==> config.mk <==
export PLATFORM = sky130hd
export DESIGN_NAME = sha1_padder
export DESIGN_NICKNAME = d
export VERILOG_FILES = /design/src/rtl/sha1_padder.sv
export SDC_FILE = /design/constraint.sdc
export NUM_CORES = 1
export LEC_CHECK = 0
export CORE_ASPECT_RATIO = 0.5
export CORE_MARGIN = 8
export CORE_UTILIZATION = 45
export DETAILED_ROUTE_END_ITERATION = 8
export PLACE_DENSITY = 0.7
export SLEW_MARGIN = 10
export SYNTH_ARGS = -nofsm -noshare
export SYNTH_HDL_FRONTEND = slang
export SYNTH_SLANG_ARGS = --single-unit
export TNS_END_PERCENT = 10
==> constraint.sdc <==
create_clock -name clk_i -period 4.3 [get_ports clk_i]
set_input_delay 0.86 -clock clk_i [delete_from_list [all_inputs] [get_ports clk_i]]
set_output_delay 0.86 -clock clk_i [all_outputs]
set_load 0.005 [all_outputs]
==> src/rtl/sha1_padder.sv <==
// SHA-1 message padder: packs 32-bit big-endian words into 512-bit blocks, appends the
// 0x80 marker, zero fill and the 64-bit message bit-length, and flags the final block.
module sha1_padder #(
  parameter int BlockWidth = 512,
  parameter int WordWidth  = 32,
  parameter int LenWidth   = 64
) (
  input  logic                  clk_i,
  input  logic                  rst_ni,
  input  logic                  clear_i,
  input  logic [WordWidth-1:0]  data_i,
  input  logic [2:0]            bytes_i,
  input  logic                  last_i,
  input  logic                  valid_i,
  output logic                  ready_o,
  output logic [BlockWidth-1:0] block_o,
  output logic                  last_block_o,
  output logic                  block_valid_o,
  input  logic                  block_ready_i
);

  typedef enum logic [1:0] {FILL, EMIT, EXTRA} state_t;

  state_t                state;
  logic [3:0]            word_cnt;
  logic [LenWidth-1:0]   len;
  logic                  pend_extra;
  logic                  extra_80;
  logic [2:0]            n;
  logic [6:0]            p;
  logic [LenWidth-1:0]   len_nxt;
  logic [BlockWidth-1:0] pad_blk;

  // Bytes before the current slot are kept, the n valid bytes copied, 0x80 placed at
  // byte p and everything after it zeroed. For non-final words the tail is scratch
  // that later words overwrite.
  function automatic logic [BlockWidth-1:0] pad_word(input logic [BlockWidth-1:0] blk,
                                                     input logic [3:0]            wc,
                                                     input logic [WordWidth-1:0]  data,
                                                     input logic [6:0]            pos);
    logic [BlockWidth-1:0] r;
    int base;
    int pi;
    int j;
    r    = blk;
    base = 4 * int'(wc);
    pi   = int'(pos);
    for (int i = 0; i < BlockWidth / 8; i++) begin
      if (i >= base) begin
        j = i - base;
        if (i < pi)
          r[BlockWidth-1-8*i -: 8] = data[WordWidth-1-8*j -: 8];
        else if (i == pi)
          r[BlockWidth-1-8*i -: 8] = 8'h80;
        else
          r[BlockWidth-1-8*i -: 8] = 8'h00;
      end
    end
    return r;
  endfunction

  assign n       = last_i ? bytes_i : 3'd4;
  assign p       = {1'b0, word_cnt, 2'b00} + {4'b0000, n};
  assign len_nxt = len + LenWidth'({n, 3'b000});
  assign pad_blk = pad_word(block_o, word_cnt, data_i, p);
  assign ready_o = (state == FILL);

  always_ff @(posedge clk_i or negedge rst_ni) begin
    if (!rst_ni) begin
      state         <= FILL;
      word_cnt      <= 4'd0;
      len           <= '0;
      block_o       <= '0;
      block_valid_o <= 1'b0;
      last_block_o  <= 1'b0;
      pend_extra    <= 1'b0;
      extra_80      <= 1'b0;
    end else if (clear_i) begin
      state         <= FILL;
      word_cnt      <= 4'd0;
      len           <= '0;
      block_o       <= '0;
      block_valid_o <= 1'b0;
      last_block_o  <= 1'b0;
      pend_extra    <= 1'b0;
      extra_80      <= 1'b0;
    end else begin
      case (state)
        FILL: begin
          if (valid_i) begin
            block_o  <= pad_blk;
            word_cnt <= word_cnt + 4'd1;
            len      <= len_nxt;
            if (last_i) begin
              // Length fits in this block only if bytes 56..63 are still free.
              if (p <= 7'd55) begin
                block_o      <= {pad_blk[BlockWidth-1:LenWidth], len_nxt};
                last_block_o <= 1'b1;
              end else begin
                pend_extra   <= 1'b1;
                extra_80     <= (p == 7'd64);
                last_block_o <= 1'b0;
              end
              state         <= EMIT;
              block_valid_o <= 1'b1;
            end else if (word_cnt == 4'd15) begin
              state         <= EMIT;
              block_valid_o <= 1'b1;
              last_block_o  <= 1'b0;
            end
          end
        end
        EMIT: begin
          if (block_ready_i) begin
            block_valid_o <= 1'b0;
            if (last_block_o) begin
              state        <= FILL;
              word_cnt     <= 4'd0;
              len          <= '0;
              block_o      <= '0;
              last_block_o <= 1'b0;
            end else if (pend_extra) begin
              state <= EXTRA;
            end else begin
              state    <= FILL;
              word_cnt <= 4'd0;
            end
          end
        end
        EXTRA: begin
          block_o       <= {(extra_80 ? 8'h80 : 8'h00), {(BlockWidth-8-LenWidth){1'b0}}, len};
          last_block_o  <= 1'b1;
          pend_extra    <= 1'b0;
          block_valid_o <= 1'b1;
          state         <= EMIT;
        end
        default: state <= FILL;
      endcase
    end
  end

endmodule

After elaboration in Yosys (flattened, before gate mapping):

Cells that the tools add are included.

* word-level logic and storage cells: 664
* register bits after elaboration: 586
* output and inout bits: 515

* reductions and logical operators: 15
* muxes and demuxes: 242
* add/subtract/negate cells: 131
* eq/ne operators: 75
* magnitude comparators: 129
* shift-type cells: 64

Operators by type and width (number)
* $shiftx 39x11->8: 64
* $mux 512: 4
* $mux 8: 193
* $pmux 512 s3: 1
* $sub 6x10->11 const A: 64
* $mux 64: 6
* $eq 7x7->1 const A: 32
* $lt 6x7->1 const A: 32
* $sub 6x6->7 const A: 32
* $ge 6x6->1 const A: 32
* $pmux 64 s2: 1
* $eq 6x7->1 const A: 16
* $lt 5x7->1 const A: 16
* $sub 5x6->7 const A: 16
* $ge 5x6->1 const A: 16
* $add 64x6->64: 1
* $eq 5x7->1 const A: 8
* $lt 4x7->1 const A: 8
* $sub 4x6->7 const A: 8
* $ge 4x6->1 const A: 8
* $eq 4x7->1 const A: 4
* $lt 3x7->1 const A: 4
* $sub 3x6->7 const A: 4
* $ge 3x6->1 const A: 4
* 34 further kinds: 82

Longest topological paths before layout:

* word-level depth: 11
* gate-level depth with buffers: 13
* depth with buffers taken out: 10

Worst setup path after synthesis:

No wires, ideal clock.

* kind: input -> register
* from: input last_i
* to: register block_o[50]
* data required time: 4.174 ns
* stages on the path: 9
* library setup time: 0.126 ns
* data arrival time: 3.121 ns
* path slack: 1.053 ns
* buffers on the path: 2
* cell sequence: clkbuf_1 nand2b_1 ha_1 buf_2 maj3_2 a211oi_4 nor3_1 a221o_1 a221o_1

* cells in the longest elaborated chain, start to end: 10
* elaborated cells between the ends (all ways): 12

Ends and longest elaborated chain
* start: declaration: RTL line 13 `input logic last_i,`
* $mux 3: RTL line 62 `assign n = last_i ? bytes_i : 3'd4;`
* $add 6x3->7: RTL line 63 `assign p = {1'b0, word_cnt, 2'b00} + {4'b0000, n};`
* $lt 6x7->1: RTL line 51 `if (i < pi)`
* $mux 8: RTL line 51
* $mux 8: RTL line 49 `if (i >= base) begin`
* $mux 64: RTL line 96 `if (p <= 7'd55) begin`
* $mux 64 (*): RTL line 94 `if (last_i) begin`
* $mux 512 (*): RTL line 90 `if (valid_i) begin`
* $pmux 512 s3 (*): RTL line 88 `case (state)`
* $mux 512 (*): RTL line 78 `end else if (clear_i) begin`
* end signal: assignment: RTL line 91 `block_o <= pad_blk;`
* end signal: assignment: RTL line 97 `block_o <= {pad_blk[BlockWidth-1:LenWidth], len_nxt};`
* end signal: assignment: RTL line 131 `block_o <= {(extra_80 ? 8'h80 : 8'h00), {(BlockWidth-8-LenWidth){1'b0}}, len};`
* end: declaration: RTL line 16 `output logic [BlockWidth-1:0] block_o,`

Mark *: on every way between the ends. The rest lies on a longest branch, timed or not. The select of a mux whose other input is x is not followed.
A chain may end at the register's enable or synchronous reset.

Worst setup path in the final report:

* from: input last_i
* to: register block_o[39]

* cells in the longest elaborated chain, start to end: 11
* elaborated cells between the ends (all ways): 14

Ends and longest elaborated chain (RTL line)
* branches (longest 7 deep; another with $add 6x3->7)
* $mux 64 (*): 94
* $mux 512 (*): 90
* $pmux 512 s3 (*): 88
* $mux 512 (*): 78

Every way passes the cells marked *. The select of a mux whose other input is x is not followed.

==> out/qor.csv <==
metric,value,unit
root buffer cell,clkbuf_16,
cts hold-fix bufs,0,
Max-Cap Viols,0,
starting DRC count in detailed routing,3335,
crit-path max FO,8,
startpoint of the worst register-to-register path,state[0],
fin. max-slew vios,0,
die area,69650,µm²
Clock Sinks,583,
Placer Congestion,0.9647,
Die Ht,190.7,µm
RR Endpoint,block_o[218],
Critical Path Start Type,input port,
via count,25760,
VDD IR max,0.4191,mV
Post-synth EDFFs,0,
gr ovfl total,0,
Chip Width,365.3,µm
kind of critical path,input port to flip-flop,
Post-Syn Area,27450,µm²
Post-synth ARST share,100.0,%
Worst Setup EP,block_o[39],
num ports,556,
initial core utilization,45.23,%
Critical path origin,last_i,
vias per cell,6.441,
worst-case reg-to-reg path depth,8,
Max Buffers Root-to-Sink,3,
Final min period,3.701,ns
Yosys warnings,0,
Slew headroom,14.73,%
"Area growth, synth to finish",32.86,%
Nets,3189,
max incr delay on CP,0.59,ns
Port-buffer cells,555,
syn nets,2642,
worst-skew pair later-pin latency,0.65,ns
pwr dens,370.9,nW/µm²
Routed WL,120100,µm
Worst Path Required,4.77,ns
final worst-path setup slack,0.5991,ns
initial antenna violation count,4,
post-synthesis register bit count,583,
slew of the pin with the lowest slew margin,1.275,ns
endpoints failing hold,0,
Yosys cell types,94,
"Clk pin slew, worst setup/hold paths",0.07,ns
fillers,5096,
total setup buffers inserted after CTS,0,
core region area,60700,µm²
RSZ-0062 raised after global routing,no,
outcome,completed,
Crit-path slowest cell,clkdlybuf4s50_1,
"Gates resized, CTS repair",0,
cell chain of the critical path,"clkdlybuf4s50_1, buf_4, nand2_1, inv_1, ha_1, ha_1, a21o_1, nor2_1, buf_4, nor4_4, nand2_1, xor2_1, o211ai_1",
Leak,15.75,nW
highest clock rate,270.2,MHz
period utilization,86.07,%
synthesized area per cell,10.63,µm²
share of layout cells above drive strength 1,11.09,%
post-synthesis sequential area ratio,53.14,%
FF-to-FF setup slack,0.69,ns
post-DP HPWL,88460,µm
global-route wire length before repair,173600,µm
Rows,64,
Cells after Synth,2583,
nature of the critical path endpoint,flip-flop,
placed instance count,3901,
ys flop type,dfrtp_1,
critical path arrival,4.17,ns
vias in the first global route,24450,
gr usage total,33.04,%
H-tree depth,2,
Post-DRT Antenna Nets,0,
Setup TNS,0,ns
Min-Delay Path Class,input port to async pin,
Clock Skew,0.04799,ns
DRT Pass-1 Iters,6,
drt drc,0,
DP Area,34550,µm²
post-DR wirelength/cell,30.02,µm
largest net degree at the start of global routing,105,
TritonCTS buffer count,52,
CTS tree,done,
Final Cell Area,36480,µm²
Final Non-Filler Cells,4000,
pre-CTS setup slack,0.06716,ns
Final setup violation count,0,
==> cell families (layout without fill, tap and decap cells) <==
group,count (synthesis),in the layout,synth area share [%]
AO/OA/AOI/OAI,982,982,26.92
AND/OR/NAND/NOR,676,676,13.17
flip-flops,583,583,53.14
buffers and inverters,272,862,4.161
XOR/XNOR,38,38,1.262
adder cells (fa/ha/maj),20,20,0.8978
multiplexers,12,12,0.4512
other,0,2,0
==> metrics by stage <==
step	total power, W	hold WS, ns	utilization [%]
floorplan	0.007021	0.4628	-
global placement	0.008248	0.4526	56.91
detailed placement	0.008265	0.4640	56.91
CTS	0.01350	0.3497	60.08
global route	0.01391	0.3985	60.09
finish	0.01353	0.3528	60.09
==> cell type report <==
class                      count  area, µm²  area share (%)
multi-input combinational   1728      11780           32.29
clock buffer                  74       1544           4.233
clock inverter                23      380.4           1.043
antenna                        2      5.005         0.01372
timing repair buffer         736       7039           19.30
inverter                      29      108.9          0.2984
sequential                   583      14590           40.00
tap                          825       1032           2.830
==> how the worst min path moves through the flow <==
stage	slack, ns	start	depth (start not counted)	to
after floorplan	0.46	block_o[0]	2	block_o[0]
after global placement	0.45	block_o[1]	2	block_o[1]
after detailed placement	0.46	block_o[0]	2	block_o[0]
after CTS	0.35	rst_ni	1	block_o[111]
after global routing	0.40	rst_ni	1	block_o[111]
final	0.35	rst_ni	1	block_o[34]
==> state kept, by name, indices dropped and copies added (netlist names) <==
name / flops
block_valid_o: 1
state: 2
pend_extra: 1
block_o: 512
len: 61
extra_80: 1
word_cnt: 4
last_block_o: 1
==> report_power, final <==
part	internal (W)	total, W	switching (W)
combinational	0.000734	0.00253	0.00180
clock	0.00301	0.00529	0.00228
sequential	0.00560	0.00571	0.000107
total	0.00934	0.0135	0.00419
==> metal layers <==
metal	wire (µm)	vias to the layer above	GRT usage [%]
li1	-	10940	-
met1	48260	13070	45.82
met2	55800	1511	52.33
met3	11010	246	5.722
met4	4986	2	11.76
met5	13	-	0
==> placed cells by master, fill, tap and decap left out, drive strengths merged, types with 19 or more instances in the layout <==
master and n:
a21o 19, a21oi 122, a22o 401, a31oi 53, and2 22, and3 38
buf 183, clkbuf 74, clkdlybuf4s50 553, dfrtp 583, inv 29, nand2 243
nand3 67, nand4 31, nor2 91, nor3 67, nor4 32, o211ai 22
o21ai 160, o31ai 51, o41ai 25, xor2 19
==> critical path: cells and delay by family <==
kind            cells  cell delay, ns
buf+inv             4            1.23
fa+ha+maj           2            0.44
compound gates      2            0.36
simple gates        4            0.88
xor+xnor            1            0.39
==> synth_stat cells, drive strengths merged (14+ instances only) <==
cell type / n / area share [%]
nand2: 243 / 3.3
and4: 18 / 0.57
nor4: 32 / 1.0
o21ai: 160 / 3.0
nor3b: 14 / 0.58
inv: 28 / 0.38
nor3: 67 / 1.7
a22o: 401 / 13
a32o: 15 / 0.55
o31ai: 51 / 1.4
o211ai: 22 / 0.62
a21oi: 122 / 2.2
nand4: 31 / 0.71
clkbuf: 136 / 1.9
buf: 107 / 1.9
nand3: 67 / 1.2
and2: 22 / 0.50
xor2: 19 / 0.61
a31oi: 53 / 1.2
xnor2: 18 / 0.57
o41ai: 25 / 0.80
and3: 38 / 0.87
nor2: 91 / 1.3
dfrtp: 583 / 53
ha: 18 / 0.82
nand2b: 15 / 0.34
a21o: 19 / 0.52
(Power assumes the default switching activity.)
